**src/rtl/hams_pkg.sv**
```systemverilog
// Shared types and constants for the HAMS merge scheduler.
package hams_pkg;

    localparam int HAMS_KEY_W = 32;

    typedef enum logic [1:0] {
        MERGE   = 2'd0,
        DRAIN_A = 2'd1,
        DRAIN_B = 2'd2
    } hams_merge_st_e;

endpackage

```
**src/rtl/hams_merge_outreg.sv**
```systemverilog
// Single-entry valid/ready output register holding a key and its last flag.
module hams_merge_outreg #(
    parameter int DATA_W = 32
) (
    input  logic              clk,
    input  logic              rst_n,
    input  logic              load_i,
    input  logic [DATA_W-1:0] data_i,
    input  logic              last_i,
    input  logic              rdy_i,
    output logic              vld_o,
    output logic [DATA_W-1:0] data_o,
    output logic              last_o
);

    logic              vld_q;
    logic [DATA_W-1:0] data_q;
    logic              last_q;

    // A load always wins; otherwise an accepted entry empties the register.
    always_ff @(posedge clk or negedge rst_n) begin
        if (!rst_n) begin
            vld_q  <= 1'b0;
            data_q <= '0;
            last_q <= 1'b0;
        end else if (load_i) begin
            vld_q  <= 1'b1;
            data_q <= data_i;
            last_q <= last_i;
        end else if (rdy_i) begin
            vld_q  <= 1'b0;
        end
    end

    assign vld_o  = vld_q;
    assign data_o = data_q;
    assign last_o = last_q;

endmodule

```
**src/rtl/hams_merge_sched.sv**
```systemverilog
// Two-way merge scheduler: merges two sorted runs of RUN_LEN keys into one run.
// Define HAMS_MERGE_DESC_EN to merge descending runs instead of ascending ones.
module hams_merge_sched
    import hams_pkg::*;
#(
    parameter int DATA_W  = HAMS_KEY_W,
    parameter int RUN_LEN = 4
) (
    input  logic              clk,
    input  logic              rst_n,
    input  logic              a_vld,
    input  logic [DATA_W-1:0] a_data,
    output logic              a_rdy,
    input  logic              b_vld,
    input  logic [DATA_W-1:0] b_data,
    output logic              b_rdy,
    output logic              o_vld,
    output logic [DATA_W-1:0] o_data,
    output logic              o_last,
    input  logic              o_rdy,
    output logic [15:0]       run_cnt,
    output logic [1:0]        dbg_state_o
);

    localparam int CNT_W = $clog2(RUN_LEN + 1);
    localparam logic [CNT_W-1:0] RUN_END = CNT_W'(RUN_LEN);

    // Handshake: a key moves on a stream when vld && rdy at a rising edge.
    // rdy is a combinational function of vld, o_rdy and the output register.

    hams_merge_st_e    state_q, state_d;
    logic [CNT_W-1:0]  cnt_a_q, cnt_a_d;
    logic [CNT_W-1:0]  cnt_b_q, cnt_b_d;
    logic [15:0]       run_cnt_q, run_cnt_d;

    logic              out_free;
    logic              sel_a;
    logic              a_xfer;
    logic              b_xfer;
    logic              load;
    logic [DATA_W-1:0] load_data;
    logic              load_last;
    logic [CNT_W-1:0]  cnt_a_inc;
    logic [CNT_W-1:0]  cnt_b_inc;

    assign out_free  = !o_vld || o_rdy;
    assign cnt_a_inc = cnt_a_q + CNT_W'(1);
    assign cnt_b_inc = cnt_b_q + CNT_W'(1);

`ifdef HAMS_MERGE_DESC_EN
    assign sel_a = (a_data >= b_data);
`else
    assign sel_a = (a_data <= b_data);
`endif

    always_comb begin
        state_d   = state_q;
        cnt_a_d   = cnt_a_q;
        cnt_b_d   = cnt_b_q;
        run_cnt_d = run_cnt_q;
        a_rdy     = 1'b0;
        b_rdy     = 1'b0;
        a_xfer    = 1'b0;
        b_xfer    = 1'b0;
        load      = 1'b0;
        load_data = a_data;
        load_last = 1'b0;

        case (state_q)
            MERGE: begin
                if (out_free && a_vld && b_vld) begin
                    a_rdy = sel_a;
                    b_rdy = !sel_a;
                end
            end
            DRAIN_A: a_rdy = out_free;
            DRAIN_B: b_rdy = out_free;
            default: ;
        endcase

        // Nothing is offered while the block is held in reset.
        if (!rst_n) begin
            a_rdy = 1'b0;
            b_rdy = 1'b0;
        end

        a_xfer = a_vld && a_rdy;
        b_xfer = b_vld && b_rdy;

        if (a_xfer) begin
            cnt_a_d   = cnt_a_inc;
            load      = 1'b1;
            load_data = a_data;
        end
        if (b_xfer) begin
            cnt_b_d   = cnt_b_inc;
            load      = 1'b1;
            load_data = b_data;
        end

        case (state_q)
            MERGE: begin
                if (a_xfer && cnt_a_inc == RUN_END) state_d = DRAIN_B;
                if (b_xfer && cnt_b_inc == RUN_END) state_d = DRAIN_A;
            end
            DRAIN_A: begin
                if (a_xfer && cnt_a_inc == RUN_END) begin
                    state_d   = MERGE;
                    cnt_a_d   = '0;
                    cnt_b_d   = '0;
                    run_cnt_d = run_cnt_q + 16'd1;
                    load_last = 1'b1;
                end
            end
            DRAIN_B: begin
                if (b_xfer && cnt_b_inc == RUN_END) begin
                    state_d   = MERGE;
                    cnt_a_d   = '0;
                    cnt_b_d   = '0;
                    run_cnt_d = run_cnt_q + 16'd1;
                    load_last = 1'b1;
                end
            end
            default: state_d = MERGE;
        endcase
    end

    always_ff @(posedge clk or negedge rst_n) begin
        if (!rst_n) begin
            state_q   <= MERGE;
            cnt_a_q   <= '0;
            cnt_b_q   <= '0;
            run_cnt_q <= '0;
        end else begin
            state_q   <= state_d;
            cnt_a_q   <= cnt_a_d;
            cnt_b_q   <= cnt_b_d;
            run_cnt_q <= run_cnt_d;
        end
    end

    hams_merge_outreg #(
        .DATA_W (DATA_W)
    ) u_outreg (
        .clk    (clk),
        .rst_n  (rst_n),
        .load_i (load),
        .data_i (load_data),
        .last_i (load_last),
        .rdy_i  (o_rdy),
        .vld_o  (o_vld),
        .data_o (o_data),
        .last_o (o_last)
    );

    assign run_cnt     = run_cnt_q;
    assign dbg_state_o = state_q;

endmodule

```
**config.mk**
```make
export PLATFORM = sky130hd
export DESIGN_NAME = hams_merge_sched
export DESIGN_NICKNAME = d
export VERILOG_FILES = /design/src/rtl/hams_pkg.sv /design/src/rtl/hams_merge_outreg.sv /design/src/rtl/hams_merge_sched.sv
export SDC_FILE = /design/constraint.sdc
export NUM_CORES = 1
export LEC_CHECK = 0
export BUFFER_PORTS_ARGS = -buffer_cell sky130_fd_sc_hd__clkbuf_2
export CAP_MARGIN = 20
export CORE_UTILIZATION = 40
export DETAILED_ROUTE_END_ITERATION = 10
export PLACE_DENSITY = 0.7
export SLEW_MARGIN = 0
export SYNTH_ARGS = -nofsm -noshare
export SYNTH_HDL_FRONTEND = slang
export SYNTH_HIERARCHICAL = 1
export SYNTH_SLANG_ARGS = --single-unit
```
**constraint.sdc**
```tcl
create_clock -name clk -period 4.8 [get_ports clk]
set_input_delay 0.24 -clock clk [delete_from_list [all_inputs] [get_ports clk]]
set_output_delay 0.24 -clock clk [all_outputs]
set_load 0.1 [all_outputs]
```
# Word level (Yosys, flattened, before mapping)
# Cells that the tools add are included.
# totals
regBits	58
input_bits	69
output_inout_bits	54
elab_cells	62
# classes
reduce_logical	14
n_addsub	3
order_cmp	1
n_eq_ne	7
muxes	30
# ops
cell	count
$le 32x32->1	1
$mux 16	2
$mux 32	1
$pmux 16 s2	1
$mux 3	6
$add 16x1->16 const B	1
$pmux 3 s2	2
$mux 1	10
$mux 2	4
$add 3x1->3 const B	2
$eq 3x3->1 const B	2
$logic_and 1x1->1	6
$pmux 1 s2	3
$pmux 2 s3	1
$reduce_and 3->1	2
$ne 2x2->1 const B	2
$reduce_bool 2->1	2
$ne 3x3->1 const B	1
$eq 2x1->1 const B	1
$eq 2x2->1 const B	1
$logic_not 1->1	2
$logic_not 2->1	1
$logic_or 1x1->1	1

# Logic depth before layout (Yosys ltp)
# Gate-level depths: netlist (run 1).
# logic_depth
ltp_word	12
mapped_depth	12
ltp_nobuf	10

# Cells and area by module
# The synthesis (run 1) kept the hierarchy.
# by_module_without_submodules
mod	cells_per_inst	instances	seq_area_each_um2	area_per_inst_um2
hams_merge_sched	331	1	600.6	2611.3
hams_merge_outreg	73	1	850.8	1413.9

# Least setup slack after synthesis (run 1)
# OpenSTA, ideal clock, no wires.
# synth_timing
path_type	reg-to-output
startpoint	reg state_q[1] (netlist: dbg_state_o[1])
endpoint	out a_rdy
path_stages_with_launch	8
n_path_buf	0
t_required_ps	4560
arrival_time_ps	2999
setup_slack_ps	1561
cell_sequence	dfrtp_1 inv_1 ha_1 and3_1 nand2_1 nor3_1 a21oi_1 nor2b_1
# synth_via
elab_chain_len	3
elab_cells_between_ends	4
cone_classes	1 x eq/ne; 2 x mux; 1 x reduce/logical
# synth_rtl
element	line_no	source
start: declaration	hams_merge_sched.sv:31	hams_merge_st_e state_q, state_d;
start signal: assignment	hams_merge_sched.sv:135	state_q <= state_d;
$eq 2x1->1 / $logic_not 2->1 (equally long branches)	hams_merge_sched.sv:69	case (state_q)
$pmux 1 s2 *	hams_merge_sched.sv:69	
$mux 1 *	hams_merge_sched.sv:82	if (!rst_n) begin
end: declaration	hams_merge_sched.sv:13	output logic a_rdy,
# Every way passes the cells marked *; elsewhere a longest branch is shown, timed or not.

# Worst setup path in the final report (run 1)
# layout_timing
startpoint	in b_data[14]
endpoint	reg u_outreg.data_q[7] (netlist: u_outreg/data_o[7])
# layout_via
elab_chain_len	7
elab_cells_between_ends	13
cone_classes	1 x order compare; 9 x mux; 3 x reduce/logical
# layout_rtl
element	line_no	source
start: declaration	hams_merge_sched.sv:15	input logic [DATA_W-1:0] b_data,
$le 32x32->1 *	hams_merge_sched.sv:53	assign sel_a = (a_data <= b_data);
$mux 1 / $logic_not 1->1 (equally long branches)	hams_merge_sched.sv:71, hams_merge_sched.sv:73	
$pmux 1 s2 / $mux 1 (equally long branches)	hams_merge_sched.sv:69, hams_merge_sched.sv:71	
$mux 1 / $pmux 1 s2 (equally long branches)	hams_merge_sched.sv:82, hams_merge_sched.sv:69	
$logic_and 1x1->1 / $mux 1 (equally long branches)	hams_merge_sched.sv:87, hams_merge_sched.sv:82	
$mux 1 / $logic_and 1x1->1 (equally long branches)	hams_merge_sched.sv:90, hams_merge_sched.sv:88	
$mux 1 *	hams_merge_sched.sv:95	if (b_xfer) begin
via load	hams_merge_sched.sv:40	logic load;
end signal: assignment	hams_merge_outreg.sv:28	data_q <= data_i;
end: declaration	hams_merge_outreg.sv:17	logic [DATA_W-1:0] data_q;
# Mark *: on every way through the listed nets, which the timed path passes. The rest lies on a longest branch.
# A chain may end at the register's enable or synchronous reset.

==> results_dict.tcl, run 1 <==
set metrics [dict create \
    power_frac_clock 0.145 \
    yosys_most_used_dff "dfrtp_1" \
    grtUsageMet1 0.225 \
    synth_top_area_frac 0.361 \
    htree_levels 3 \
    hpwl_microns 7430 \
    dpl_cell_area_sq_mm 0.00470 \
    wirelength_microns 9420 \
    syn_nets 513 \
    final_nets 639 \
    critPathRequiredTime_ns 5.01 \
    drt_iter0_markers 183 \
    grt_overflow_total 0 \
    end_kind "register" \
    rsz0062_at_grt "no" \
    cts_buffer_depth 2 \
    setup_ws_ns 1.28 \
    seqPwrFrac 0.259 \
    wire_per_inst_microns 14.1 \
    synthTopCellsByArea "dfrtp_1 (36%), ha_1 (12%), mux2_4 (11%)" \
    synth-seq-area-share 0.361 \
    grt_first_pass_wirelength_microns 15400 \
    drc 0 \
    root_buffer "clkbuf_8" \
    grt_pass1_vias 3413 \
    timing.final.crit_share 0.734 \
    worstMarginPinSlew_ns 0.956 \
    peakVddDrop_v 0.000582 \
    setup_viol_count_final 0 \
    rows 36 \
    portBuffers 122 \
    routabilityCongestion 0.830 \
    netSwitchingPower_mw 1.75 \
    global_route.peak_usage_layer "met2" \
    slew_violations 0 \
    worstSkewPairLatency_ns 0.34 \
    maxSlewHeadroom 0.363 \
    power_leakage_nw 2.65 \
    stdcell_area_sq_mm 0.00491 \
    sw_frac_of_total 0.574 \
    firstDrtPassIters 4 \
    chipHeight_microns 102 \
    crit_fanout 27 \
    core_area_sq_mm 0.00977 \
    start_util 0.412 \
    fmax_mhz 284 \
    die_w_microns 102 \
    fin_tns_setup_ns 0 \
    grt_util_all_layers 0.191 \
    p_per_area_mw_per_mm2 620 \
    dieArea_sq_mm 0.0105 \
    grt_max_degree 69 \
    hold_path_class "in -> reg" \
    cts_resized 0 \
    clock_sinks 58 \
    vias 3357 \
    antenna_found_initial 0 \
    min_period_ns 3.52 \
    yosysWarnings 6 \
    p_int_mw 1.30 \
    cts_tree "built" \
    ant_nets 0 \
    syn-cell-area_sq_mm 0.00403 \
    syn_avg_cell_area_sq_um 9.96 \
    num_antenna_cells 0 \
    syn_to_final_growth_pct 21.9 \
    max_cap_violations 0 \
    pre_cts_ws_ns 0.918 \
    pwr-share-comb 0.596 \
    power_mw 3.04 \
    layout_common_cells "clkbuf_2 (121), dfrtp_1 (58), nand2_1 (50)" \
    cts-buffers-inserted 9 \
    synth_seq_cells 58 \
    start_kind "input port" \
    syn_inst 404 \
    final_common_cell "clkbuf_2" \
    io_pins 123 \
    grt.met2_usage 0.332 \
    hold_viol 0 \
    drive_gt1_frac 0.348 \
    async_reset_ff_frac 1.00 \
    yosys.area.top_type "dfrtp_1" \
    globalRouteMet3Util 0.0472 \
    fin_util 0.502 \
    cts.clk_slew.worst_paths_ns 0.07 \
    status "finished clean" \
    worstPathArrival_ns 3.74 \
    critical_path_class "in -> reg" \
    via_per_inst 5.03 \
    skew_ns 0.0130 \
    yosys.cell_types.count 52 \
    synth_edf_count 0 \
]
## per-stage QoR
| step | cells | hold WS (ns) |
|---|---|---|
| finish | 668 | 0.173 |
| global route | 668 | 0.167 |
| CTS | 668 | 0.151 |
| detailed placement | 651 | 0.264 |
| global placement | 651 | 0.249 |
| floorplan | 404 | -0.0556 |
## critical path, stage by stage
cell and delay, ns:
clkbuf_2 0.07, inv_1 0.05, ha_1 0.34, nand4_1 0.21, nor4_1 0.55, and2_4 0.26, a21oi_1 0.07, nor3_2 0.36
or2_2 0.19, nand2b_2 0.74, buf_4 0.34, mux2_4 0.32
## power groups by stage
stage / clock (mW) / combinational [mW] / sequential (mW)
final: 0.440 / 1.81 / 0.789
after global routing: 0.479 / 1.89 / 0.810
after CTS: 0.458 / 1.82 / 0.790
after detailed placement: 0 / 1.82 / 0.795
after global placement: 0 / 1.80 / 0.792
after floorplan: 0 / 0.435 / 1.89
## cells in the mapped netlist (6+ instances only)
library cell  instances
xnor2_1               8
o21ai_1              17
a21oi_1              18
inv_1                40
ha_1                 40
o21ai_0              25
dfrtp_1              58
nand2b_1              6
nor3_1                7
xor2_1               10
nand2_1              50
nor2_1               14
nand4_1              11
mux2_4               30
## sequential cells by signal (all words and copies together), names as in the netlist
name,flops
u_outreg/last_o,1
u_outreg/data_o,32
cnt_b_q,3
cnt_a_q,3
u_outreg/vld_o,1
run_cnt,16
dbg_state_o,2
## path summary, 6_finish.rpt
path / startpoint / to / slack (ns) / cells past startpoint
min: o_rdy / u_outreg/vld_o / 0.17 / 3
max in group asynchronous: rst_n / dbg_state_o[1] / 3.44 / 3
min reg2reg: run_cnt[15] / run_cnt[15] / 0.47 / 1
min in group asynchronous: rst_n / u_outreg/data_o[0] / 0.43 / 2
max reg2reg: dbg_state_o[1] / u_outreg/data_o[7] / 1.65 / 9
max: b_data[14] / u_outreg/data_o[7] / 1.28 / 12
## layout make-up
type / count / area [sq um]
clock inverters: 7 / 70.1
multi-input cells: 295 / 2300
repair buffers: 126 / 643
flip-flops and latches: 58 / 1450
clock buffers: 9 / 124
fillers: 928 / 4870
well taps: 133 / 166
inverters: 40 / 150
## logic make-up (layout without fill, tap and decap cells)
kind of cell               after synthesis  in the layout  share of synthesized area
adders and majority gates               40             40                      0.124
muxes                                   35             35                      0.126
DFF                                     58             58                      0.361
AOI/OAI and AO/OA                       86             86                      0.134
buffers and inverters                   51            182                     0.0681
and+or+nand+nor                        116            116                      0.148
xor gates and xnor gates                18             18                     0.0392
## routing by layer
metal  wire length, microns  up-vias
met5                      0        -
met1                   4220     1548
met2                   4470      116
li1                       -     1676
met3                    586       17
met4                    145        0
## timing repair
item / CTS / global route
endpoints found under the hold margin: 21 / 0
hold buffers: 1 / 0
setup buffers: 0 / 0
No activity file was read; power rests on OpenSTA's default activity.
==> run 2, diff against run 1 <==
==> constraint.sdc (replaced) <==
create_clock -name clk -period 3.4 [get_ports clk]
set_input_delay 0.17 -clock clk [delete_from_list [all_inputs] [get_ports clk]]
set_output_delay 0.17 -clock clk [all_outputs]
set_load 0.1 [all_outputs]
==> run 2 against run 1 <==
Compared with the run above:
- sequential share of layout area decreased by 0.55 points
- first-iteration DRC count decreased by 3.8%
- non-clock buffer count grew 5
- global-route usage fell by 0.54 points
- count of clock-buffer cells in the layout unchanged
- clock skew shrank 0.0031 ns
- utilization is 0.95 points higher
- sequential power rose by 41%
- highest routed layer unchanged
==> results_dict.tcl, run 2 (synthesized netlist as in run 1, its figures left out) <==
set metrics [dict create \
    status "finished clean" \
    setup_ws_ns 0.565 \
    portBuffers 122 \
    worstRegToRegCells 9 \
    rsz0062_at_grt "no" \
    layout_common_cells "clkbuf_2 (121), dfrtp_1 (58), nand2_1 (50)" \
    io_pins 123 \
    p_per_area_mw_per_mm2 895 \
    fin_tns_setup_ns 0 \
    global_route.peak_usage_layer "met2" \
    vias 3402 \
    netSwitchingPower_mw 2.48 \
    core_area_sq_mm 0.00977 \
    rows 36 \
    power_frac_clock 0.178 \
    hold_viol 0 \
    power_leakage_nw 2.70 \
    routabilityCongestion 0.810 \
    firstDrtPassIters 4 \
    drive_gt1_frac 0.354 \
    final_common_cell "clkbuf_2" \
    seqPwrFrac 0.248 \
    drc 0 \
    hold_depth 3 \
    min_to "u_outreg/vld_o" \
    peakVddDrop_v 0.000618 \
    power_mw 4.47 \
    chipHeight_microns 102 \
    r2r_slack_ns 0.75 \
    cts_buffer_depth 2 \
    pre_cts_ws_ns 0.403 \
    via_per_inst 5.05 \
    maxSlewHeadroom 0.603 \
    num_antenna_cells 0 \
    worstPathArrival_ns 2.67 \
    max_cap_violations 0 \
    finalNonFillerCells 673 \
    postCtsSetupBuffers 0 \
    hpwl_microns 7440 \
    start_kind "input port" \
    clock_sinks 58 \
    pwr-share-comb 0.574 \
    stdcell_area_sq_mm 0.00500 \
    worstMarginPinSlew_ns 0.593 \
    die_w_microns 102 \
    worstSkewPairLatency_ns 0.34 \
    wirelength_microns 9410 \
    slew_violations 0 \
    grt_util_all_layers 0.186 \
    cts.clk_slew.worst_paths_ns 0.07 \
    timing.final.crit_share 0.834 \
    fin_util 0.512 \
    ant_nets 0 \
    globalRouteMet3Util 0.0534 \
    wire_per_inst_microns 14.0 \
    syn_to_final_growth_pct 24.2 \
    grt_overflow_total 0 \
    critPathRequiredTime_ns 3.23 \
    whs_ns 0.0914 \
    r2r-end "u_outreg/data_o[31]" \
    dp_cells 656 \
    final_nets 644 \
    htree_levels 3 \
    root_buffer "clkbuf_8" \
    hold_path_class "in -> reg" \
    timing.rr.start "dbg_state_o[0]" \
    grt.met2_usage 0.309 \
    sw_frac_of_total 0.555 \
    end_kind "output pin" \
    worstHoldStart "o_rdy" \
    critical_path_class "in -> out" \
    grt_first_pass_wirelength_microns 15100 \
    dpl_cell_area_sq_mm 0.00474 \
    largest_register_ffs 32 \
    dieArea_sq_mm 0.0105 \
    min_period_ns 2.84 \
    grt_max_degree 40 \
    setup_viol_count_final 0 \
    crit_fanout 4 \
    antenna_found_initial 0 \
    grt_pass1_vias 3327 \
    start_util 0.412 \
    fmax_mhz 353 \
    cts-buffers-inserted 9 \
    drt_iter0_markers 176 \
    skew_ns 0.00993 \
    p_int_mw 1.99 \
    cts_tree "built" \
    grtUsageMet1 0.233 \
]
-- run 2: cell count changes in the layout (fill, tap and decap cells not counted) --
cell	change
clkinvlp_4	-1
inv_6	+2
buf_4	+5
bufinv_16	+2
clkinv_2	-3
-- run 2: critical path, cell delays in order --
cell	delay [ns]
clkbuf_2	0.07
inv_1	0.04
ha_1	0.31
nand4_1	0.20
nor4_1	0.54
and2_4	0.26
a21oi_1	0.06
nor3_1	0.28
a21oi_1	0.10
nor2b_1	0.14
clkbuf_2	0.47
-- run 2: how the worst max path moves through the flow --
stage	start	end	slack [ns]	cells after the start
4_1_cts	b_data[14]	a_rdy	0.60	11
5_1_grt	b_data[14]	a_rdy	0.43	11
6_report	b_data[14]	a_rdy	0.56	11
3_3_place_gp	b_data[14]	u_outreg/data_o[0]	0.48	11
3_5_place_dp	b_data[14]	u_outreg/data_o[0]	0.40	11
2_1_floorplan	dbg_state_o[1]	a_rdy	0.23	7
-- run 2: final cells by class --
cell class                      instances  area, sq um
Fill cell                             925         4770
Clock inverter                          7          125
Clock buffer                            9          124
Tap cell                              133          166
Timing Repair Buffer                  131          681
Sequential cell                        58         1450
Inverter                               40          150
Multi-Input combinational cell        295         2300
-- run 2: timing repair --
item | in CTS | in global routing
endpoints found under the hold margin | 21 | 0
hold buffers | 1 | 0
resized for setup | 0 | 0
-- run 2: routing by layer --
layer  wire length (microns)  up-vias  part of all wire
li1                        -     1684                 -
met1                    4290     1599              0.46
met2                    4450      108              0.47
met3                     561       11             0.060
met4                     114        0             0.012
met5                       0        -                 0
-- run 2: power by group through the flow --
stage | logic (mW) | clock network [mW] | registers [mW]
floorplan | 0.614 | 0 | 2.67
global placement | 2.54 | 0 | 1.11
detailed placement | 2.57 | 0 | 1.11
CTS | 2.58 | 0.821 | 1.11
global route | 2.67 | 0.847 | 1.14
finish | 2.57 | 0.798 | 1.11
==> run 3, diff against run 2 <==
==> constraint.sdc (replaced) <==
create_clock -name clk -period 2.7 [get_ports clk]
set_input_delay 0.135 -clock clk [delete_from_list [all_inputs] [get_ports clk]]
set_output_delay 0.135 -clock clk [all_outputs]
set_load 0.1 [all_outputs]
==> run 3 against run 2 <==
Compared with the run above:
- global-route usage rose by 0.23 points
- critical path depth fell by 3
- critical endpoint is now b_rdy
- cell area rose by 3.5%
==> results_dict.tcl, run 3 (synthesized netlist as in run 1, its figures left out) <==
set metrics [dict create \
    routabilityCongestion 0.891 \
    largest_register_ffs 32 \
    die_w_microns 102 \
    ant_nets 0 \
    num_antenna_cells 0 \
    final_common_cell "clkbuf_2" \
    htree_levels 3 \
    layout_common_cells "clkbuf_2 (119), dfrtp_1 (55), nand2_1 (50)" \
    chipHeight_microns 102 \
    hold_depth 3 \
    p_per_area_mw_per_mm2 1080 \
    critical_path_class "reg -> out" \
    worstSkewPairLatency_ns 0.34 \
    peakVddDrop_v 0.000734 \
    drive_gt1_frac 0.379 \
    crit_start "dbg_state_o[1]" \
    firstDrtPassIters 4 \
    core_area_sq_mm 0.00977 \
    pre_cts_ws_ns -0.0283 \
    worstRegToRegCells 10 \
    end_kind "output pin" \
    fin_tns_setup_ns 0 \
    timing.rr.start "dbg_state_o[1]" \
    io_pins 123 \
    sw_frac_of_total 0.561 \
    grt_max_degree 58 \
    worstHoldStart "o_rdy" \
    cts_buffer_depth 2 \
    fmax_mhz 395 \
    hpwl_microns 7460 \
    hold_path_class "in -> reg" \
    power_leakage_nw 2.78 \
    hold_viol 0 \
    start_util 0.412 \
    setup_viol_count_final 0 \
    postCtsSetupBuffers 0 \
    clock_sinks 58 \
    root_buffer "clkbuf_8" \
    crit_fanout 5 \
    netSwitchingPower_mw 3.12 \
    rows 36 \
    setup_ws_ns 0.167 \
    cts.clk_slew.worst_paths_ns 0.07 \
    max_cap_violations 0 \
    portBuffers 122 \
    pwr-share-comb 0.588 \
    seqPwrFrac 0.252 \
    dieArea_sq_mm 0.0105 \
    via_per_inst 4.91 \
    power_frac_clock 0.160 \
    final_nets 658 \
    p_int_mw 2.44 \
    skew_ns 0.00893 \
    cts-buffers-inserted 9 \
    vias 3375 \
    wirelength_microns 9360 \
    min_period_ns 2.53 \
    worstPathArrival_ns 2.40 \
    slew_violations 0 \
    drc 0 \
    syn_to_final_growth_pct 28.5 \
    antenna_found_initial 0 \
    grt_pass1_vias 3287 \
    grt_overflow_total 0 \
    cts_tree "built" \
    maxSlewHeadroom 0.520 \
    wire_per_inst_microns 13.6 \
    grt_util_all_layers 0.188 \
    fin_util 0.529 \
    rsz0062_at_grt "no" \
    start_kind "register" \
    nFillCells 874 \
    worstMarginPinSlew_ns 0.719 \
    timing.final.crit_share 0.938 \
    status "finished clean" \
    power_mw 5.56 \
    critPathRequiredTime_ns 2.57 \
    grt_first_pass_wirelength_microns 15200 \
    drt_iter0_markers 143 \
]
==> run 3: per-stage QoR <==
step           hold slack (ns)  area [sq um]  std cells
2_1_floorplan           -0.161          4030        404
3_3_place_gp           -0.0389          4940        670
3_5_place_dp           -0.0406          4940        670
4_1_cts                 0.0412          5170        687
5_1_grt                 0.0405          5170        687
6_report                0.0523          5170        687
==> run 3: what timing repair did <==
action / in CTS / in global routing
endpoints found under the setup margin: 0 / 1
hold buffers: 1 / 0
hold endpoints to repair: 2 / 0
gates resized for setup: 0 / 1
==> run 3: power groups by stage <==
| stage | Clock, mW | Sequential, mW | Combinational, mW |
|---|---|---|---|
| 4_1_cts | 0.922 | 1.40 | 3.29 |
| 6_report | 0.892 | 1.40 | 3.27 |
| 3_3_place_gp | 0 | 1.41 | 3.24 |
| 2_1_floorplan | 0 | 3.36 | 0.773 |
| 3_5_place_dp | 0 | 1.41 | 3.29 |
| 5_1_grt | 0.966 | 1.44 | 3.41 |
==> run 3: area by class of cell <==
cell class              count  area (sq um)  area share
clock buffers               9           124      0.0239
clock inverters             7          93.8      0.0181
inverters                  40           150      0.0290
multi-input cells         295          2310       0.446
flip-flops and latches     58          1460       0.281
well taps                 133           166      0.0322
repair buffers            145           878       0.170
==> run 3: critical path, cell delays in order (launching register included) <==
cell	delay, ns
dfrtp_2	0.43
inv_1	0.10
ha_1	0.23
and3_2	0.25
nand3_2	0.10
a311oi_4	0.35
buf_4	0.18
o31a_1	0.21
buf_12	0.20
==> run 3: metal layers <==
layer / GRT usage / vias to the layer above / wire length (microns)
li1: - / 1709 / -
met1: 0.232 / 1560 / 4270
met2: 0.318 / 89 / 4460
met3: 0.0527 / 17 / 461
met4: 0.0582 / 0 / 171
met5: 0 / - / 0
==> run 3: worst paths after layout <==
kind,slack (ns),end
max reg2reg,0.27,cnt_b_q[2]
min,0.05,u_outreg/vld_o
max,0.17,b_rdy
min reg2reg,0.48,run_cnt[15]
min in group asynchronous,0.16,run_cnt[1]
max in group asynchronous,1.57,dbg_state_o[1]
